## src/rtl/ysyx_idu_if.sv

```systemverilog
// rtl/ysyx_idu_if.sv - decode-to-execute pipeline bundle with its valid/ready handshake
interface ysyx_idu_if #(
    parameter int REG_LEN = 5
);
    logic               out_valid;
    logic               out_ready;
    logic [31:0]        pc;
    logic [31:0]        inst;
    logic [31:0]        op1;
    logic [31:0]        op2;
    logic [31:0]        opj;
    logic [31:0]        imm;
    logic [4:0]         alu_op;
    logic [REG_LEN-1:0] rd;
    logic [2:0]         func3;
    logic               ren;
    logic               wen;
    logic               jen;
    logic               ben;
    logic               system;
    logic               func3_z;
    logic               csr_wen;
    logic               ebreak;
    logic               ecall;
    logic               mret;

    modport master (
        output out_valid, pc, inst, op1, op2, opj, imm, alu_op, rd, func3,
               ren, wen, jen, ben, system, func3_z, csr_wen, ebreak, ecall, mret,
        input  out_ready
    );

    modport slave (
        input  out_valid, pc, inst, op1, op2, opj, imm, alu_op, rd, func3,
               ren, wen, jen, ben, system, func3_z, csr_wen, ebreak, ecall, mret,
        output out_ready
    );
endinterface

```

## src/rtl/ysyx_idu.sv

```systemverilog
// rtl/ysyx_idu.sv - RV32I decode stage with register scoreboard; YSYX_IDU_BYPASS_EN adds writeback forwarding
module ysyx_idu #(
    parameter int YSYX_REG_LEN = 5
) (
    input  logic                    clk,
    input  logic                    rst_n,
    input  logic                    in_valid,
    output logic                    in_ready,
    input  logic [31:0]             in_pc,
    input  logic [31:0]             in_inst,
    output logic [YSYX_REG_LEN-1:0] rs1_addr,
    output logic [YSYX_REG_LEN-1:0] rs2_addr,
    input  logic [31:0]             rs1_data,
    input  logic [31:0]             rs2_data,
    input  logic                    wb_valid,
    input  logic [YSYX_REG_LEN-1:0] wb_rd,
    input  logic [31:0]             wb_data,
    input  logic                    flush,
    ysyx_idu_if.master              pipe
);
    localparam int NREG = 1 << YSYX_REG_LEN;

    localparam logic [6:0] OPC_LUI    = 7'b0110111;
    localparam logic [6:0] OPC_AUIPC  = 7'b0010111;
    localparam logic [6:0] OPC_JAL    = 7'b1101111;
    localparam logic [6:0] OPC_JALR   = 7'b1100111;
    localparam logic [6:0] OPC_BRANCH = 7'b1100011;
    localparam logic [6:0] OPC_LOAD   = 7'b0000011;
    localparam logic [6:0] OPC_STORE  = 7'b0100011;
    localparam logic [6:0] OPC_OP_IMM = 7'b0010011;
    localparam logic [6:0] OPC_OP     = 7'b0110011;
    localparam logic [6:0] OPC_SYSTEM = 7'b1110011;

    typedef struct packed {
        logic [31:0]             pc;
        logic [31:0]             inst;
        logic [31:0]             op1;
        logic [31:0]             op2;
        logic [31:0]             opj;
        logic [31:0]             imm;
        logic [4:0]              alu_op;
        logic [YSYX_REG_LEN-1:0] rd;
        logic [2:0]              func3;
        logic                    ren;
        logic                    wen;
        logic                    jen;
        logic                    ben;
        logic                    system;
        logic                    func3_z;
        logic                    csr_wen;
        logic                    ebreak;
        logic                    ecall;
        logic                    mret;
    } bundle_t;

    bundle_t         held;
    bundle_t         dec;
    logic            out_valid;
    logic [NREG-1:0] busy;
    logic [NREG-1:0] busy_nxt;
    logic            use_rs1;
    logic            use_rs2;
    logic            wr_rd;
    logic            hazard;
    logic            accept;
    logic            fwd1;
    logic            fwd2;
    logic [31:0]     src1;
    logic [31:0]     src2;
    logic [6:0]      opcode;
    logic [2:0]      func3;
    logic [31:0]     imm_i;
    logic [31:0]     imm_s;
    logic [31:0]     imm_b;
    logic [31:0]     imm_u;
    logic [31:0]     imm_j;

    assign rs1_addr = in_inst[15 +: YSYX_REG_LEN];
    assign rs2_addr = in_inst[20 +: YSYX_REG_LEN];
    assign opcode   = in_inst[6:0];
    assign func3    = in_inst[14:12];

    assign imm_i = {{20{in_inst[31]}}, in_inst[31:20]};
    assign imm_s = {{20{in_inst[31]}}, in_inst[31:25], in_inst[11:7]};
    assign imm_b = {{19{in_inst[31]}}, in_inst[31], in_inst[7], in_inst[30:25], in_inst[11:8], 1'b0};
    assign imm_u = {in_inst[31:12], 12'b0};
    assign imm_j = {{11{in_inst[31]}}, in_inst[31], in_inst[19:12], in_inst[20], in_inst[30:21], 1'b0};

`ifdef YSYX_IDU_BYPASS_EN
    // A result retiring this cycle satisfies its pending reader directly
    assign fwd1 = wb_valid & busy[rs1_addr] & (wb_rd == rs1_addr);
    assign fwd2 = wb_valid & busy[rs2_addr] & (wb_rd == rs2_addr);
    assign src1 = fwd1 ? wb_data : rs1_data;
    assign src2 = fwd2 ? wb_data : rs2_data;
`else
    logic unused_wb_data;
    assign unused_wb_data = ^wb_data;
    assign fwd1 = 1'b0;
    assign fwd2 = 1'b0;
    assign src1 = rs1_data;
    assign src2 = rs2_data;
`endif

    always_comb begin
        dec         = '0;
        use_rs1     = 1'b0;
        use_rs2     = 1'b0;
        wr_rd       = 1'b0;
        dec.pc      = in_pc;
        dec.inst    = in_inst;
        dec.func3   = func3;
        dec.func3_z = (func3 == 3'b000);
        unique case (opcode)
            OPC_OP: begin
                dec.op1    = src1;
                dec.op2    = src2;
                dec.alu_op = {1'b0, in_inst[30], func3};
                use_rs1    = 1'b1;
                use_rs2    = 1'b1;
                wr_rd      = 1'b1;
            end
            OPC_OP_IMM: begin
                dec.op1    = src1;
                dec.op2    = imm_i;
                dec.imm    = imm_i;
                dec.alu_op = {1'b0, (func3 == 3'b101) & in_inst[30], func3};
                use_rs1    = 1'b1;
                wr_rd      = 1'b1;
            end
            OPC_LOAD: begin
                dec.op1 = src1;
                dec.op2 = imm_i;
                dec.imm = imm_i;
                dec.ren = 1'b1;
                use_rs1 = 1'b1;
                wr_rd   = 1'b1;
            end
            OPC_STORE: begin
                dec.op1 = src1;
                dec.op2 = imm_s;
                dec.imm = imm_s;
                dec.wen = 1'b1;
                use_rs1 = 1'b1;
                use_rs2 = 1'b1;
            end
            OPC_LUI: begin
                dec.op2 = imm_u;
                dec.imm = imm_u;
                wr_rd   = 1'b1;
            end
            OPC_AUIPC: begin
                dec.op1 = in_pc;
                dec.op2 = imm_u;
                dec.imm = imm_u;
                wr_rd   = 1'b1;
            end
            OPC_JAL: begin
                dec.op1 = in_pc;
                dec.op2 = 32'd4;
                dec.opj = in_pc;
                dec.imm = imm_j;
                dec.jen = 1'b1;
                wr_rd   = 1'b1;
            end
            OPC_JALR: begin
                dec.op1 = in_pc;
                dec.op2 = 32'd4;
                dec.opj = src1;
                dec.imm = imm_i;
                dec.jen = 1'b1;
                use_rs1 = 1'b1;
                wr_rd   = 1'b1;
            end
            OPC_BRANCH: begin
                dec.op1    = src1;
                dec.op2    = src2;
                dec.opj    = in_pc;
                dec.imm    = imm_b;
                dec.ben    = 1'b1;
                dec.alu_op = {2'b00, func3};
                use_rs1    = 1'b1;
                use_rs2    = 1'b1;
            end
            OPC_SYSTEM: begin
                // CSR immediate forms carry a uimm in the rs1 field, not a register
                dec.op1     = src1;
                dec.op2     = imm_i;
                dec.imm     = imm_i;
                dec.alu_op  = {2'b00, func3};
                dec.system  = 1'b1;
                dec.csr_wen = (func3 != 3'b000);
                dec.ecall   = (in_inst == 32'h0000_0073);
                dec.ebreak  = (in_inst == 32'h0010_0073);
                dec.mret    = (in_inst == 32'h3020_0073);
                use_rs1     = (func3 != 3'b000) & ~func3[2];
                wr_rd       = (func3 != 3'b000);
            end
            default: begin
                dec.alu_op = {2'b00, func3};
                dec.ebreak = 1'b1;
            end
        endcase
        dec.rd = wr_rd ? in_inst[7 +: YSYX_REG_LEN] : '0;
    end

    assign hazard   = (use_rs1 & busy[rs1_addr] & ~fwd1) | (use_rs2 & busy[rs2_addr] & ~fwd2);
    assign in_ready = (~out_valid | pipe.out_ready) & ~hazard & ~flush;
    assign accept   = in_valid & in_ready;

    // Later updates win: a new writer of a register overrides its retiring writeback
    always_comb begin
        busy_nxt = busy;
        if (wb_valid) begin
            busy_nxt[wb_rd] = 1'b0;
        end
        if (flush & out_valid) begin
            busy_nxt[held.rd] = 1'b0;
        end
        if (accept) begin
            busy_nxt[dec.rd] = 1'b1;
        end
        busy_nxt[0] = 1'b0;
    end

    always_ff @(posedge clk or negedge rst_n) begin
        if (!rst_n) begin
            out_valid <= 1'b0;
            held      <= '0;
            busy      <= '0;
        end else begin
            if (flush) begin
                out_valid <= 1'b0;
            end else if (accept) begin
                out_valid <= 1'b1;
                held      <= dec;
            end else if (pipe.out_ready) begin
                out_valid <= 1'b0;
            end
            busy <= busy_nxt;
        end
    end

    assign pipe.out_valid = out_valid;
    assign pipe.pc        = held.pc;
    assign pipe.inst      = held.inst;
    assign pipe.op1       = held.op1;
    assign pipe.op2       = held.op2;
    assign pipe.opj       = held.opj;
    assign pipe.imm       = held.imm;
    assign pipe.alu_op    = held.alu_op;
    assign pipe.rd        = held.rd;
    assign pipe.func3     = held.func3;
    assign pipe.ren       = held.ren;
    assign pipe.wen       = held.wen;
    assign pipe.jen       = held.jen;
    assign pipe.ben       = held.ben;
    assign pipe.system    = held.system;
    assign pipe.func3_z   = held.func3_z;
    assign pipe.csr_wen   = held.csr_wen;
    assign pipe.ebreak    = held.ebreak;
    assign pipe.ecall     = held.ecall;
    assign pipe.mret      = held.mret;
endmodule

```

## src/flat_wrapper.sv

```systemverilog
// flat-port wrapper written by rule: the top's interface ports become plain ports
module ysyx_idu_flat 
#(
    parameter int YSYX_REG_LEN = 5
)
  (clk, rst_n, in_valid, in_ready, in_pc, in_inst, rs1_addr, rs2_addr, rs1_data, rs2_data, wb_valid, wb_rd, wb_data, flush, pipe_out_valid, pipe_pc, pipe_inst, pipe_op1, pipe_op2, pipe_opj, pipe_imm, pipe_alu_op, pipe_rd, pipe_func3, pipe_ren, pipe_wen, pipe_jen, pipe_ben, pipe_system, pipe_func3_z, pipe_csr_wen, pipe_ebreak, pipe_ecall, pipe_mret, pipe_out_ready);
  ysyx_idu_if pipe_i ();
  input  logic clk;
  input  logic rst_n;
  input  logic in_valid;
  output logic in_ready;
  input  logic [31:0] in_pc;
  input  logic [31:0] in_inst;
  output logic [YSYX_REG_LEN-1:0] rs1_addr;
  output logic [YSYX_REG_LEN-1:0] rs2_addr;
  input  logic [31:0] rs1_data;
  input  logic [31:0] rs2_data;
  input  logic wb_valid;
  input  logic [YSYX_REG_LEN-1:0] wb_rd;
  input  logic [31:0] wb_data;
  input  logic flush;
  output wire logic [$bits(pipe_i.out_valid)-1:0] pipe_out_valid;
  output wire logic [$bits(pipe_i.pc)-1:0] pipe_pc;
  output wire logic [$bits(pipe_i.inst)-1:0] pipe_inst;
  output wire logic [$bits(pipe_i.op1)-1:0] pipe_op1;
  output wire logic [$bits(pipe_i.op2)-1:0] pipe_op2;
  output wire logic [$bits(pipe_i.opj)-1:0] pipe_opj;
  output wire logic [$bits(pipe_i.imm)-1:0] pipe_imm;
  output wire logic [$bits(pipe_i.alu_op)-1:0] pipe_alu_op;
  output wire logic [$bits(pipe_i.rd)-1:0] pipe_rd;
  output wire logic [$bits(pipe_i.func3)-1:0] pipe_func3;
  output wire logic [$bits(pipe_i.ren)-1:0] pipe_ren;
  output wire logic [$bits(pipe_i.wen)-1:0] pipe_wen;
  output wire logic [$bits(pipe_i.jen)-1:0] pipe_jen;
  output wire logic [$bits(pipe_i.ben)-1:0] pipe_ben;
  output wire logic [$bits(pipe_i.system)-1:0] pipe_system;
  output wire logic [$bits(pipe_i.func3_z)-1:0] pipe_func3_z;
  output wire logic [$bits(pipe_i.csr_wen)-1:0] pipe_csr_wen;
  output wire logic [$bits(pipe_i.ebreak)-1:0] pipe_ebreak;
  output wire logic [$bits(pipe_i.ecall)-1:0] pipe_ecall;
  output wire logic [$bits(pipe_i.mret)-1:0] pipe_mret;
  input wire logic [$bits(pipe_i.out_ready)-1:0] pipe_out_ready;
  assign pipe_out_valid = pipe_i.out_valid;
  assign pipe_pc = pipe_i.pc;
  assign pipe_inst = pipe_i.inst;
  assign pipe_op1 = pipe_i.op1;
  assign pipe_op2 = pipe_i.op2;
  assign pipe_opj = pipe_i.opj;
  assign pipe_imm = pipe_i.imm;
  assign pipe_alu_op = pipe_i.alu_op;
  assign pipe_rd = pipe_i.rd;
  assign pipe_func3 = pipe_i.func3;
  assign pipe_ren = pipe_i.ren;
  assign pipe_wen = pipe_i.wen;
  assign pipe_jen = pipe_i.jen;
  assign pipe_ben = pipe_i.ben;
  assign pipe_system = pipe_i.system;
  assign pipe_func3_z = pipe_i.func3_z;
  assign pipe_csr_wen = pipe_i.csr_wen;
  assign pipe_ebreak = pipe_i.ebreak;
  assign pipe_ecall = pipe_i.ecall;
  assign pipe_mret = pipe_i.mret;
  assign pipe_i.out_ready = pipe_out_ready;
  ysyx_idu #(.YSYX_REG_LEN(YSYX_REG_LEN)) u_core (.clk(clk), .rst_n(rst_n), .in_valid(in_valid), .in_ready(in_ready), .in_pc(in_pc), .in_inst(in_inst), .rs1_addr(rs1_addr), .rs2_addr(rs2_addr), .rs1_data(rs1_data), .rs2_data(rs2_data), .wb_valid(wb_valid), .wb_rd(wb_rd), .wb_data(wb_data), .flush(flush), .pipe(pipe_i));
endmodule
```

## config.mk

```make
export PLATFORM = sky130hd
export DESIGN_NAME = ysyx_idu_flat
export DESIGN_NICKNAME = d
export VERILOG_FILES = /design/src/rtl/ysyx_idu_if.sv /design/src/rtl/ysyx_idu.sv /design/src/flat_wrapper.sv
export SDC_FILE = /design/constraint.sdc
export NUM_CORES = 1
export LEC_CHECK = 0
export CORE_MARGIN = 4
export CORE_UTILIZATION = 47
export DETAILED_ROUTE_END_ITERATION = 6
export PLACE_DENSITY_LB_ADDON = 0.08
export SLEW_MARGIN = 25
export SYNTH_ARGS = -nofsm -noshare
export SYNTH_HDL_FRONTEND = slang
export SYNTH_SLANG_ARGS = --single-unit
```

## constraint.sdc

```tcl
create_clock -name clk -period 3.1 [get_ports clk]
set_clock_uncertainty 0.15 [all_clocks]
set_input_delay 0.31 -clock clk [delete_from_list [all_inputs] [get_ports clk]]
set_output_delay 0.31 -clock clk [all_outputs]
set_load 0.02 [all_outputs]
```

==> flow_metrics.tcl, run 1 <==
set metrics [dict create \
    post_cts_buffers 0 \
    clk_pin_slew_ps 50 \
    cp.arrival_ps 2510 \
    period_needed_ps 2969 \
    dp_cells 1711 \
    slew_headroom_pct 24.77 \
    cp_cell_sequence "clkdlybuf4s50_1, buf_12, buf_12, mux2i_1, mux4_2, a221oi_4, o21ai_2, o22a_1, clkbuf_2" \
    path_max_fanout 13 \
    setup-tns-final_ps 0 \
    dp_hpwl_mm 29.88 \
    clock-sinks 243 \
    die_h_um 167.5 \
    drt-met1-wl_mm 16.15 \
    status "finished clean" \
    postLayoutSetupSlackWorst_ps 130.6 \
    drcViolationCount 0 \
    die_area_um2 28070 \
    htree_num_levels 1 \
    io-pin-count 398 \
    yosysWarnings 0 \
    clock_latency_ps 530 \
    routedWlPerCell_um 23.14 \
    start_util_pct 47.65 \
    worstMarginPinSlew_ps 1124 \
    synthTopCellsByArea "dfrtp_1 (51%), mux2_1 (12%), a22o_1 (5.6%)" \
    path_buf_inv 4 \
    gr-total-overflow 0 \
    viasPerCell 5.801 \
    grt_pass1_wl_mm 62.68 \
    synth_enable_flop_cells 0 \
    cts-buffers-inserted 27 \
    synth.distinct_cells 55 \
    synth-main-ff-cell "dfrtp_1" \
    cts_tree "done" \
    grt_max_degree 74 \
    antenna_found_initial 3 \
    rsz0062_at_grt "no" \
    rr_worst_depth 8 \
    design.core.area_um2 25110 \
    syn_area_um2 11960 \
    mostFrequentLayoutCells "clkdlybuf4s50_1 (361), dfrtp_1 (243), mux2_1 (126)" \
    async_flop_share_pct 100.0 \
    rows 58 \
    clockBufferDepth 3 \
    nNetsFinal 1582 \
    hold_viol_final 0 \
    setup_viol 0 \
    drv_cap 0 \
    cp_slowest_stage_delay_ps 500 \
    fmax_ghz 0.3368 \
    power_density_nw_per_um2 490.0 \
    ir_drop_mv 0.5332 \
    finalWirelength_mm 40.73 \
    drt_iter0_markers 817 \
    die_x_um 167.5 \
    p_total_mw 8.514 \
    synth_top_area_share_pct 50.83 \
    wl_met3_mm 3.844 \
    synthesis.nets 1175 \
    p_leak_nw 7.778 \
    gr-usage-all-layers_pct 28.21 \
    firstDrtPassIters 5 \
    final_common_cell "clkdlybuf4s50_1" \
    worstPathRequired_ps 2640 \
    min-delay-path-class "in2async" \
    avgSynthCellArea_um2 11.92 \
    syn2layout_area_growth_pct 45.23 \
    final-instance-count-excl-fill 1760 \
    drv_slew 0 \
    cp_slowest_cell "clkdlybuf4s50_1" \
    root_buffer "clkbuf_16" \
    synth_area_leader_cell "dfrtp_1" \
    cp-start-kind "primary input" \
    ys_seq_elements 243 \
    first_global_vias 10530 \
    synth-seq-area-share_pct 50.83 \
    crit_family "buffers and inverters" \
    critical_path_class "in2out" \
    ant_nets 0 \
    cp_common_cell "buf_12" \
    nFillCells 1905 \
    end_kind "output pin" \
    place_congestion 0.8844 \
    syn_inst 1004 \
    worst-path-stages 9 \
    final_layout_size_suffix_gt1_share_pct 15.34 \
    fin_crit_sh_pct 95.79 \
    vias 10210 \
    portBuffers 364 \
    dp_slack_ps -449.1 \
    routed-wl-met2_mm 19.24 \
    fin_util_pct 69.20 \
    topRoutingLayerUsed "met5" \
]
## layout make-up
class                      count  area [um2]  area share, %
timing repair buffer         465        4653          26.78
clock buffer                  41       788.3          4.537
antenna                        2       5.005        0.02880
multi-input combinational    644        5291          30.45
tap                          330       412.9          2.376
clock inverter                 5       31.28         0.1800
inverter                      30       112.6         0.6481
sequential                   243        6081          35.00
## per-layer routing
layer,track usage [%],vias up
met5,0,-
met4,9.880,2
met3,8.664,95
met2,45.47,451
met1,36.33,5128
li1,-,4533
## through the flow
step / hold slack, ps / instance area (um2)
floorplan: -135.6 / 11960
global placement: 177.9 / 16530
detailed placement: 175.7 / 16530
CTS: 208.3 / 17360
global route: 239.7 / 17380
finish: 181.0 / 17380
## cell usage after synthesis, types with 2 or more instances
cell	number
nand4_1	4
and3_1	3
mux4_2	10
mux2_2	57
nand2b_1	3
a221o_1	8
o2bb2ai_1	2
a22o_1	76
or3b_2	3
o22ai_1	3
buf_2	10
o221ai_1	31
buf_6	14
nor3_1	9
mux2_1	126
or3_1	3
clkbuf_1	36
mux2i_1	39
o21ai_0	46
nor4_1	6
and2_1	3
nor2_1	24
nand2_1	97
inv_1	30
nand3b_1	8
a221oi_1	3
a22oi_1	3
nor2b_1	7
nand3_1	24
buf_1	7
dfrtp_1	243
a222oi_1	3
a32o_1	3
buf_4	20
a21oi_1	14
nor3b_1	4
a21o_1	4
## kinds of logic (layout without fill, tap and decap cells)
group | count (synthesis) | after routing | synth area share [%]
buffers and inverters | 117 | 541 | 5.281
other | 1 | 3 | 0.03134
AND/OR/NAND/NOR | 203 | 203 | 8.053
flip-flops | 243 | 243 | 50.83
AO/OA/AOI/OAI | 208 | 208 | 13.44
multiplexers | 232 | 232 | 22.37
## path summary, 6_finish.rpt
kind	startpoint	to	slack, ps
min reg2reg	u_core.pipe.op2[14]	u_core.pipe.op2[14]	340
max in group asynchronous	rst_n	u_core.pipe.imm[31]	1750
max	in_inst[20]	in_ready	130
max reg2reg	u_core.busy[17]	u_core.pipe.opj[25]	330
min in group clk	rs2_data[11]	u_core.pipe.op2[11]	260
min	rst_n	u_core.busy[29]	180
## sequential cells by signal (all words and copies together) (netlist names), 2 cells and up
name,flops
u_core.pipe.op1,32
u_core.pipe.inst,30
u_core.pipe.imm,32
u_core.pipe.rd,5
u_core.pipe.opj,32
u_core.busy,31
u_core.pipe.func3,2
u_core.pipe.op2,32
u_core.pipe.pc,32
u_core.pipe.alu_op,4
## power by group
| group | switching [mW] | internal (mW) | leakage (nW) | total, mW |
|---|---|---|---|---|
| registers | 0.142 | 3.42 | 3.22 | 3.56 |
| logic | 0.970 | 0.967 | 4.15 | 1.94 |
| clock network | 1.28 | 1.74 | 0.402 | 3.01 |
| total | 2.39 | 6.13 | 7.78 | 8.51 |
## repair_timing
| action | in CTS | in global routing |
|---|---|---|
| hold endpoints to repair | 69 | 0 |
| setup endpoints to repair | 1 | 1 |
| hold buffers | 1 | 0 |
| pin swaps | 0 | 0 |
| resized for setup | 5 | 2 |
Power figures use the tool's default switching activity.
==> run 2: changes to the inputs <==
SLEW_MARGIN = 40   (was 25)
==> flow_metrics.tcl, run 2 (same netlist as run 1, synthesis figures left out) <==
set metrics [dict create \
    status "finished clean" \
    ir_drop_mv 0.3899 \
    grt_max_degree 74 \
    dp_hpwl_mm 29.82 \
    clk_pin_slew_ps 50 \
    worstPathRequired_ps 2640 \
    min-delay-path-class "in2async" \
    drv_slew 0 \
    cp.arrival_ps 2510 \
    rr_worst_depth 8 \
    final_common_cell "clkdlybuf4s50_1" \
    finalWirelength_mm 40.61 \
    cts-buffers-inserted 28 \
    drcViolationCount 0 \
    postLayoutSetupSlackWorst_ps 125.5 \
    wl_met3_mm 3.811 \
    cts_tree "done" \
    drt-met1-wl_mm 15.99 \
    period_needed_ps 2975 \
    clockBufferDepth 3 \
    grt_pass1_wl_mm 62.76 \
    hold_viol_final 0 \
    routedWlPerCell_um 23.04 \
    htree_num_levels 1 \
    nNetsFinal 1583 \
    path_max_fanout 13 \
    topRoutingLayerUsed "met4" \
    end_kind "output pin" \
    portBuffers 364 \
    rows 58 \
    syn2layout_area_growth_pct 45.90 \
    dp_slack_ps -452.3 \
    routed-wl-met2_mm 19.21 \
    start_util_pct 47.65 \
    final_layout_size_suffix_gt1_share_pct 15.47 \
    antenna_found_initial 4 \
    root_buffer "clkbuf_16" \
    setup_viol 0 \
    worstMarginPinSlew_ps 645.4 \
    die_h_um 167.5 \
    gr-usage-all-layers_pct 28.12 \
    fmax_ghz 0.3362 \
    vias 10150 \
    design.core.area_um2 25110 \
    fin_util_pct 69.52 \
    first_global_vias 10610 \
    ant_nets 0 \
    firstDrtPassIters 7 \
    p_total_mw 8.704 \
    fin_crit_sh_pct 95.95 \
    viasPerCell 5.756 \
    slew_headroom_pct 56.93 \
    drt_iter0_markers 725 \
    die_x_um 167.5 \
    reg2reg_setup_slack_ps 320 \
    drv_cap 0 \
    power_density_nw_per_um2 498.6 \
    cp-start-kind "primary input" \
    place_congestion 0.8844 \
    rsz0062_at_grt "no" \
    p_leak_nw 7.815 \
    io-pin-count 398 \
    nFillCells 1947 \
    clock-sinks 243 \
    critical_path_class "in2out" \
    die_area_um2 28070 \
    mostFrequentLayoutCells "clkdlybuf4s50_1 (361), dfrtp_1 (243), mux2_1 (126)" \
    gr-total-overflow 0 \
    clock_latency_ps 530 \
]
run 2: cell count changes in the layout (fill, tap and decap cells not counted):
cell and change:
clkinv_2 -1, nor2_2 +1, diode_2 +2, clkbuf_8 +1
bufinv_16 +1, clkbuf_16 +2, nor2_1 -1, clkinvlp_4 -1
inv_6 -1
run 2: metrics by stage:
step	hold slack (ps)	cells	cell area, um2	TNS [ps]
after detailed placement	176.2	1711	16530	-91250
after CTS	211.3	1759	17440	0
after global routing	241.5	1762	17450	0
final	184.9	1763	17460	0
after global placement	177.9	1711	16530	-72680
after floorplan	-135.6	1004	11960	0
run 2: final cells by class:
class | instances | area [um2] | share of cell area [%]
inverter | 30 | 112.6 | 0.6451
clock buffer | 44 | 852.1 | 4.881
antenna | 4 | 10.01 | 0.05734
timing repair buffer | 465 | 4653 | 26.66
clock inverter | 3 | 40.04 | 0.2294
multi-input combinational | 644 | 5294 | 30.33
tap | 330 | 412.9 | 2.365
sequential | 243 | 6081 | 34.84
run 2: path summary, 6_finish.rpt:
| path | start | endpoint |
|---|---|---|
| max reg2reg | u_core.busy[17] | u_core.pipe.imm[22] |
| max in group asynchronous | rst_n | u_core.pipe.pc[2] |
| max | in_inst[20] | in_ready |
| min in group clk | rs2_data[11] | u_core.pipe.op2[11] |
| min reg2reg | u_core.pipe.op2[14] | u_core.pipe.op2[14] |
| min | rst_n | u_core.busy[29] |
run 2: critical path, stage by stage:
cell	delay, ps
clkdlybuf4s50_1	510
buf_12	150
buf_12	160
mux2i_1	80
mux4_2	490
a221oi_4	260
o21ai_2	130
o22a_1	230
clkbuf_2	170
run 2: power by group:
part | total [mW] | switching (mW) | internal, mW
Combinational | 1.94 | 0.969 | 0.968
Clock | 3.20 | 1.26 | 1.94
Sequential | 3.56 | 0.142 | 3.42
run 2: what timing repair did:
action / CTS / global route
endpoints found under the hold margin: 69 / 0
hold buffers: 1 / 0
gates resized for setup: 5 / 2
buffers inserted: 0 / 0
setup endpoints to repair: 1 / 1
run 2: per-layer routing:
layer,global-route usage (%),vias to the layer above
met2,45.13,466
met3,8.711,94
met4,10.44,0
met5,0,-
li1,-,4517
met1,36.07,5070
==> run 3: changes to the inputs <==
ABC_CLOCK_PERIOD_IN_PS = 3100   (was unset)
==> results of run 3 <==
No change in the layout: final DEF, timing and power equal those of run 2.
